## config.mk

```make
export PLATFORM = sky130hd
export DESIGN_NAME = parking_access_scheduler
export DESIGN_NICKNAME = d
export VERILOG_FILES = /design/src/rtl/parking_pkg.sv /design/src/rtl/rr_arbiter.sv /design/src/rtl/parking_access_scheduler.sv
export SDC_FILE = /design/constraint.sdc
export NUM_CORES = 1
export LEC_CHECK = 0
export BUFFER_PORTS_ARGS = -buffer_cell sky130_fd_sc_hd__buf_2
export CORE_MARGIN = 5
export CORE_UTILIZATION = 54
export DETAILED_ROUTE_END_ITERATION = 8
export PLACE_DENSITY = 0.8
export SKIP_CTS_REPAIR_TIMING = 1
export SYNTH_ARGS = -nofsm -noshare
export SYNTH_HDL_FRONTEND = slang
export SYNTH_SLANG_ARGS = --single-unit
```

## constraint.sdc

```tcl
create_clock -name clock -period 3.95 [get_ports clock]
set_input_delay 0.5925 -clock clock [delete_from_list [all_inputs] [get_ports clock]]
set_output_delay 0.5925 -clock clock [all_outputs]
set_load 0.05 [all_outputs]
```

## src/rtl/parking_pkg.sv

```systemverilog
// Shared types and constants for the parking access scheduler.
package parking_pkg;

    localparam int unsigned TOKEN_W    = 3;
    localparam int unsigned MAX_GATES  = 8;
    localparam int unsigned GATE_IDX_W = 3;
    localparam logic [3:0]  P_SLOT_NIBBLE = 4'hF;

    typedef enum logic [2:0] {
        ST_IDLE     = 3'd0,
        ST_GRANT    = 3'd1,
        ST_VERIFIED = 3'd2,
        ST_WRITE    = 3'd3,
        ST_TRAP     = 3'd4
    } state_e;

    function automatic logic [MAX_GATES-1:0] onehot_gate(input logic [GATE_IDX_W-1:0] idx);
        onehot_gate      = '0;
        onehot_gate[idx] = 1'b1;
    endfunction

endpackage

```

## src/rtl/rr_arbiter.sv

```systemverilog
// Combinational round-robin pick: first requester at or after ptr, wrapping.
module rr_arbiter #(
    parameter int unsigned N     = 4,
    parameter int unsigned IDX_W = 2
) (
    input  logic [N-1:0]     req,
    input  logic [IDX_W-1:0] ptr,
    output logic [N-1:0]     grant,
    output logic [IDX_W-1:0] idx,
    output logic             valid
);

    logic [IDX_W-1:0] cand;

    always_comb begin
        grant = '0;
        idx   = '0;
        valid = 1'b0;
        cand  = '0;
        for (int unsigned k = 0; k < N; k++) begin
            cand = IDX_W'((32'(ptr) + k) % N);
            if (!valid && req[cand]) begin
                valid       = 1'b1;
                idx         = cand;
                grant[cand] = 1'b1;
            end
        end
    end

endmodule

```

## src/rtl/parking_access_scheduler.sv

```systemverilog
// Round-robin scheduler sharing one token-check / P-Q time-register write path among entry gates.
// Optional GATE_LOCKOUT_EN: per-gate consecutive-fail lockout exposed on gate_locked.
module parking_access_scheduler
    import parking_pkg::*;
#(
    parameter int unsigned NUM_GATES      = 4,
    parameter int unsigned TIMEOUT_CYCLES = 64,
    parameter int unsigned MAX_FAILS      = 3
) (
    input  logic                         clock,
    input  logic                         reset,
    input  logic [NUM_GATES-1:0]         gate_req,
    input  logic [NUM_GATES-1:0]         gate_confirm,
    input  logic [TOKEN_W*NUM_GATES-1:0] gate_token,
    input  logic [TOKEN_W-1:0]           system_token,
    input  logic [7:0]                   time_data,
    output logic [NUM_GATES-1:0]         gate_grant,
    output logic                         P_register_enable,
    output logic                         Q_register_enable,
    output logic [NUM_GATES-1:0]         gate_ok,
    output logic [NUM_GATES-1:0]         gate_fail,
    output logic                         busy
`ifdef GATE_LOCKOUT_EN
    ,
    output logic [NUM_GATES-1:0]         gate_locked
`endif
);

    localparam int unsigned IDX_W = $clog2(NUM_GATES);
    localparam int unsigned TMO_W = $clog2(TIMEOUT_CYCLES + 1);

    state_e               state_q, state_d;
    logic [IDX_W-1:0]     grant_idx_q, grant_idx_d;
    logic [IDX_W-1:0]     ptr_q, ptr_d;
    logic [TMO_W-1:0]     tmo_q, tmo_d;
    logic [NUM_GATES-1:0] gate_grant_q, gate_grant_d;
    logic                 p_en_q, p_en_d;
    logic                 q_en_q, q_en_d;
    logic [NUM_GATES-1:0] gate_ok_q, gate_ok_d;
    logic [NUM_GATES-1:0] gate_fail_q, gate_fail_d;
    logic                 busy_q, busy_d;

    logic [NUM_GATES-1:0] eligible_c;
    logic [NUM_GATES-1:0] arb_grant_c;
    logic [IDX_W-1:0]     arb_idx_c;
    logic                 arb_valid_c;
    logic [TOKEN_W-1:0]   tok_arr [NUM_GATES];
    logic [NUM_GATES-1:0] cur_onehot;
    logic [TMO_W-1:0]     tmo_inc;
    logic                 tmo_hit;
    logic                 cur_req, cur_cfm, release_grant;
    logic                 unused_c;

`ifdef GATE_LOCKOUT_EN
    localparam int unsigned FAIL_W = $clog2(MAX_FAILS + 1);

    logic [FAIL_W-1:0]    fail_cnt_q [NUM_GATES];
    logic [FAIL_W-1:0]    fail_cnt_d [NUM_GATES];
    logic [NUM_GATES-1:0] locked_q, locked_d;

    // Consecutive-fail count per gate; a locked gate stays masked until reset.
    always_comb begin
        for (int i = 0; i < int'(NUM_GATES); i++) begin
            fail_cnt_d[i] = fail_cnt_q[i];
            if (gate_ok_d[i]) begin
                fail_cnt_d[i] = '0;
            end else if (gate_fail_d[i] && (fail_cnt_q[i] != FAIL_W'(MAX_FAILS))) begin
                fail_cnt_d[i] = fail_cnt_q[i] + FAIL_W'(1);
            end
            locked_d[i] = (fail_cnt_d[i] >= FAIL_W'(MAX_FAILS));
        end
    end

    assign eligible_c  = gate_req & ~locked_q;
    assign gate_locked = locked_q;
    assign unused_c    = ^time_data[3:0];
`else
    assign eligible_c  = gate_req;
    assign unused_c    = ^{time_data[3:0], 32'(MAX_FAILS)};
`endif

    rr_arbiter #(
        .N     (NUM_GATES),
        .IDX_W (IDX_W)
    ) u_arb (
        .req   (eligible_c),
        .ptr   (ptr_q),
        .grant (arb_grant_c),
        .idx   (arb_idx_c),
        .valid (arb_valid_c)
    );

    always_comb begin
        for (int i = 0; i < int'(NUM_GATES); i++) begin
            tok_arr[i] = gate_token[i*TOKEN_W +: TOKEN_W];
        end
    end

    // Next-state, counters and registered output values.
    always_comb begin
        state_d       = state_q;
        grant_idx_d   = grant_idx_q;
        ptr_d         = ptr_q;
        tmo_d         = tmo_q;
        gate_grant_d  = gate_grant_q;
        p_en_d        = 1'b0;
        q_en_d        = 1'b0;
        gate_ok_d     = '0;
        gate_fail_d   = '0;
        release_grant = 1'b0;

        cur_req    = gate_req[grant_idx_q];
        cur_cfm    = gate_confirm[grant_idx_q];
        cur_onehot = NUM_GATES'(onehot_gate(GATE_IDX_W'(grant_idx_q)));
        tmo_inc    = (tmo_q == TMO_W'(TIMEOUT_CYCLES)) ? tmo_q : tmo_q + TMO_W'(1);
        tmo_hit    = (tmo_inc == TMO_W'(TIMEOUT_CYCLES));

        case (state_q)
            ST_IDLE: begin
                if (arb_valid_c) begin
                    state_d      = ST_GRANT;
                    grant_idx_d  = arb_idx_c;
                    gate_grant_d = arb_grant_c;
                    tmo_d        = '0;
                end
            end
            ST_GRANT: begin
                if (!cur_req) begin
                    release_grant = 1'b1;
                end else if (cur_cfm) begin
                    if (tok_arr[grant_idx_q] == system_token) begin
                        state_d = ST_VERIFIED;
                        tmo_d   = '0;
                    end else begin
                        state_d     = ST_TRAP;
                        gate_fail_d = cur_onehot;
                    end
                end else begin
                    tmo_d = tmo_inc;
                    if (tmo_hit) begin
                        release_grant = 1'b1;
                        gate_fail_d   = cur_onehot;
                    end
                end
            end
            ST_VERIFIED: begin
                if (!cur_req) begin
                    release_grant = 1'b1;
                end else if (cur_cfm) begin
                    state_d   = ST_WRITE;
                    tmo_d     = '0;
                    gate_ok_d = cur_onehot;
                    if (time_data[7:4] == P_SLOT_NIBBLE) begin
                        p_en_d = 1'b1;
                    end else begin
                        q_en_d = 1'b1;
                    end
                end else begin
                    tmo_d = tmo_inc;
                    if (tmo_hit) begin
                        release_grant = 1'b1;
                        gate_fail_d   = cur_onehot;
                    end
                end
            end
            ST_WRITE: begin
                release_grant = 1'b1;
            end
            ST_TRAP: begin
                if (!cur_req) begin
                    release_grant = 1'b1;
                end
            end
            default: begin
                state_d      = ST_IDLE;
                gate_grant_d = '0;
            end
        endcase

        // Every release advances the pointer past the served gate.
        if (release_grant) begin
            state_d      = ST_IDLE;
            gate_grant_d = '0;
            ptr_d        = (grant_idx_q == IDX_W'(NUM_GATES - 1)) ? '0 : grant_idx_q + IDX_W'(1);
        end

        busy_d = (state_d != ST_IDLE);
    end

    always_ff @(posedge clock or posedge reset) begin
        if (reset) begin
            state_q      <= ST_IDLE;
            grant_idx_q  <= '0;
            ptr_q        <= '0;
            tmo_q        <= '0;
            gate_grant_q <= '0;
            p_en_q       <= 1'b0;
            q_en_q       <= 1'b0;
            gate_ok_q    <= '0;
            gate_fail_q  <= '0;
            busy_q       <= 1'b0;
`ifdef GATE_LOCKOUT_EN
            for (int i = 0; i < int'(NUM_GATES); i++) begin
                fail_cnt_q[i] <= '0;
            end
            locked_q     <= '0;
`endif
        end else begin
            state_q      <= state_d;
            grant_idx_q  <= grant_idx_d;
            ptr_q        <= ptr_d;
            tmo_q        <= tmo_d;
            gate_grant_q <= gate_grant_d;
            p_en_q       <= p_en_d;
            q_en_q       <= q_en_d;
            gate_ok_q    <= gate_ok_d;
            gate_fail_q  <= gate_fail_d;
            busy_q       <= busy_d;
`ifdef GATE_LOCKOUT_EN
            fail_cnt_q   <= fail_cnt_d;
            locked_q     <= locked_d;
`endif
        end
    end

    assign gate_grant        = gate_grant_q;
    assign P_register_enable = p_en_q;
    assign Q_register_enable = q_en_q;
    assign gate_ok           = gate_ok_q;
    assign gate_fail         = gate_fail_q;
    assign busy              = busy_q;

endmodule

```

==> reports/qor.yml <==
final.setup.tns_ns: 0
p_sw_uw: 879.6
critical_path_required_ns: 4.12
r2r-end: "tmo_q[3]$_DFFE_PP0P_"
pin_count: 48
cellPowerDensity_nw_per_um2: 736.2
wire_per_inst_um: 15.78
holdWs_ns: 0.5343
ys_warn_count: 0
rows: 23
maxSlewHeadroom: 0.2991
min_to: "gate_grant[1]$_DFFE_PP0P_"
power_uw: 1854
vdd_drop_max_mv: 0.3848
hold_depth: 2
rsz0062_at_grt: "false"
path_clk_slew_ns: 0.06
rr_startpoint: "ptr_q[1]$_DFFE_PP0N_"
hpwl_um: 3708
status: "complete, no violations"
gp_congestion: 0.9210
coreArea_um2: 3943
syn_nets: 265
critPathCaptureType: "flop"
cts_sinks: 29
dieArea_um2: 5377
p_int_uw: 974.5
synth-seq-area-share: 0.3351
ys_types: 48
num_antenna_cells: 0
finalCritPeriodShare: 0.7998
pwr-share-comb: 0.613
drc: 0
netSwitchingFraction: 0.4744
criticalPathCategory: "reg -> reg"
vias: 1885
die_h_um: 73.33
start_util: 0.5493
placed_area_um2: 2417
power_frac_seq: 0.241
finalNetCount: 309
clock_latency_ns: 0.28
routed_wl_um: 4939
clock_path_buffers: 2
skew_ns: 0.005110
stdcell_area_um2: 2519
syn_inst: 218
p_leak_uw: 0.001232
synth_seq_cells: 29
min-delay-start: "gate_grant[1]$_DFFE_PP0P_"
postRouteAntennaNets: 0
async_flop_share: 1.000
syn_avg_cell_area_um2: 9.935
start_kind: "flop"
synth_edf_count: 0
final.min_clock_period_ns: 3.159
ys.flop_type: "dfrtp_1"
track_usage: 0.2083
syn2layout_area_growth_pct: 16.29
synth.cell_area_um2: 2166
cts-buffers-inserted: 5
grt_pass1_vias: 1845
r2r_slack_ns: 0.79
cts-root-buf: "clkbuf_8"
dr.pass1.iters: 4
hp-class: "reg -> reg"
cap_violations: 0
timing.fmax_mhz: 316.5
slew_viol_final: 0
vias_per_cell: 6.022
antenna_found_initial: 0
htreeDepth: 2
cts_tree: "yes"
synth_area_leader_cell: "dfrtp_1"
port_buffers: 43
power_frac_clock: 0.145
worst_pin_slew_ns: 1.050
dieWidth_um: 73.33
overflow: 0
critPathArrivalTime_ns: 3.33
drt-initial-drc-count: 92
synth_top_cell_area_share: 0.3351
drive_gt1_frac: 0.2662
setup_viol: 0
grt_max_degree: 30
r2r_cells: 8
synthTopCellsByArea: "dfrtp_1 34%, ha_1 8.1%, mux4_2 5.2%, mux2i_1 4.2%, xor2_1 3.6%"
worst-path-max-fanout: 9
grt_pass1_wl_um: 8562
finalHoldViolCount: 0
-- layout make-up --
cell class                      instances  area [um^2]
Sequential cell                        29        725.7
Inverter                               10        37.54
Multi-Input combinational cell        171         1361
Clock buffer                            7        96.34
Timing Repair Buffer                   45        230.2
Clock inverter                          1        5.005
Tap cell                               50        62.56
Fill cell                             334         1424
-- cell families (layout without fill, tap and decap cells) --
logic type | count (synthesis) | after routing | synth area share
simple gates | 78 | 78 | 0.1854
buf+inv | 18 | 63 | 0.03639
xor+xnor | 10 | 10 | 0.04044
compound gates | 48 | 48 | 0.1745
fa+ha+maj | 14 | 14 | 0.08088
flops | 29 | 29 | 0.3351
mux | 21 | 21 | 0.1473
-- critical path, stage by stage, from the launching register on --
cell	delay [ns]
dfrtp_1	0.35
inv_1	0.13
ha_1	0.41
mux4_2	0.63
nor4_1	0.43
or4_1	0.38
nand2_1	0.20
nand2_2	0.17
mux2_2	0.35
-- layout by cell type (no fill, tap or decap), types with 4 or more instances in the layout --
cell,count
nor3_1,7
nand2b_1,4
a21oi_1,6
dfrtp_1,29
a22oi_1,7
nor4_1,5
o22ai_1,4
a211oi_1,6
mux2i_1,9
and2_1,10
nand2_1,17
nand3_1,9
clkbuf_8,7
buf_2,43
a221oi_1,4
inv_1,10
ha_1,14
xor2_1,9
nor2_1,14
mux4_2,5
-- worst max-delay path by stage --
| stage | from | end | slack [ns] | depth (start not counted) |
|---|---|---|---|---|
| floorplan | ptr_q[0]$_DFFE_PP0N_ | tmo_q[3]$_DFFE_PP0P_ | 0.83 | 10 |
| global placement | ptr_q[1]$_DFFE_PP0N_ | tmo_q[4]$_DFFE_PP0P_ | 0.87 | 8 |
| global route | ptr_q[1]$_DFFE_PP0N_ | tmo_q[3]$_DFFE_PP0P_ | 0.52 | 8 |
| detailed placement | ptr_q[1]$_DFFE_PP0N_ | tmo_q[3]$_DFFE_PP0P_ | 0.82 | 8 |
| finish | ptr_q[1]$_DFFE_PP0N_ | tmo_q[3]$_DFFE_PP0P_ | 0.79 | 8 |
| CTS | ptr_q[1]$_DFFE_PP0N_ | tmo_q[3]$_DFFE_PP0P_ | 0.81 | 8 |
-- synthesized netlist by cell type, types with 6 or more instances --
library cell  instances
a21oi_1               6
nor3_1                7
xor2_1                9
dfrtp_1              29
nand3_1               9
and2_1               10
a211oi_1              6
a22oi_1               7
inv_1                10
ha_1                 14
mux2i_1               9
nor2_1               14
nand2_1              17
-- power groups by stage --
stage | clock network, uW | registers [uW] | logic (uW)
after floorplan | 0 | 499 | 843
after global placement | 0 | 449 | 1090
after detailed placement | 0 | 452 | 1120
after CTS | 272 | 447 | 1130
after global routing | 291 | 461 | 1260
final | 270 | 447 | 1140
-- stage by stage --
step,cells,util,worst slack [ns]
after floorplan,218,-,0.8257
after global placement,305,0.6131,0.8720
after detailed placement,305,0.6131,0.8236
after CTS,313,0.6388,0.8100
after global routing,313,0.6388,0.5209
final,313,0.6388,0.7906
-- metal layers --
layer | up-vias | track usage | routed length (um)
met4 | 0 | 0.07646 | 113
met5 | - | 0 | 0
met3 | 12 | 0.03694 | 260
met2 | 55 | 0.3565 | 2587
li1 | 903 | - | -
met1 | 915 | 0.2629 | 1977
-- flip-flops by register name, summed over array words and instances (netlist names) --
| signal | cells |
|---|---|
| Q_register_enable | 1 |
| busy | 1 |
| gate_ok | 4 |
| state_q | 3 |
| gate_grant | 4 |
| grant_idx_q | 2 |
| tmo_q | 7 |
| gate_fail | 4 |
| P_register_enable | 1 |
| ptr_q | 2 |
(Power assumes the default switching activity.)
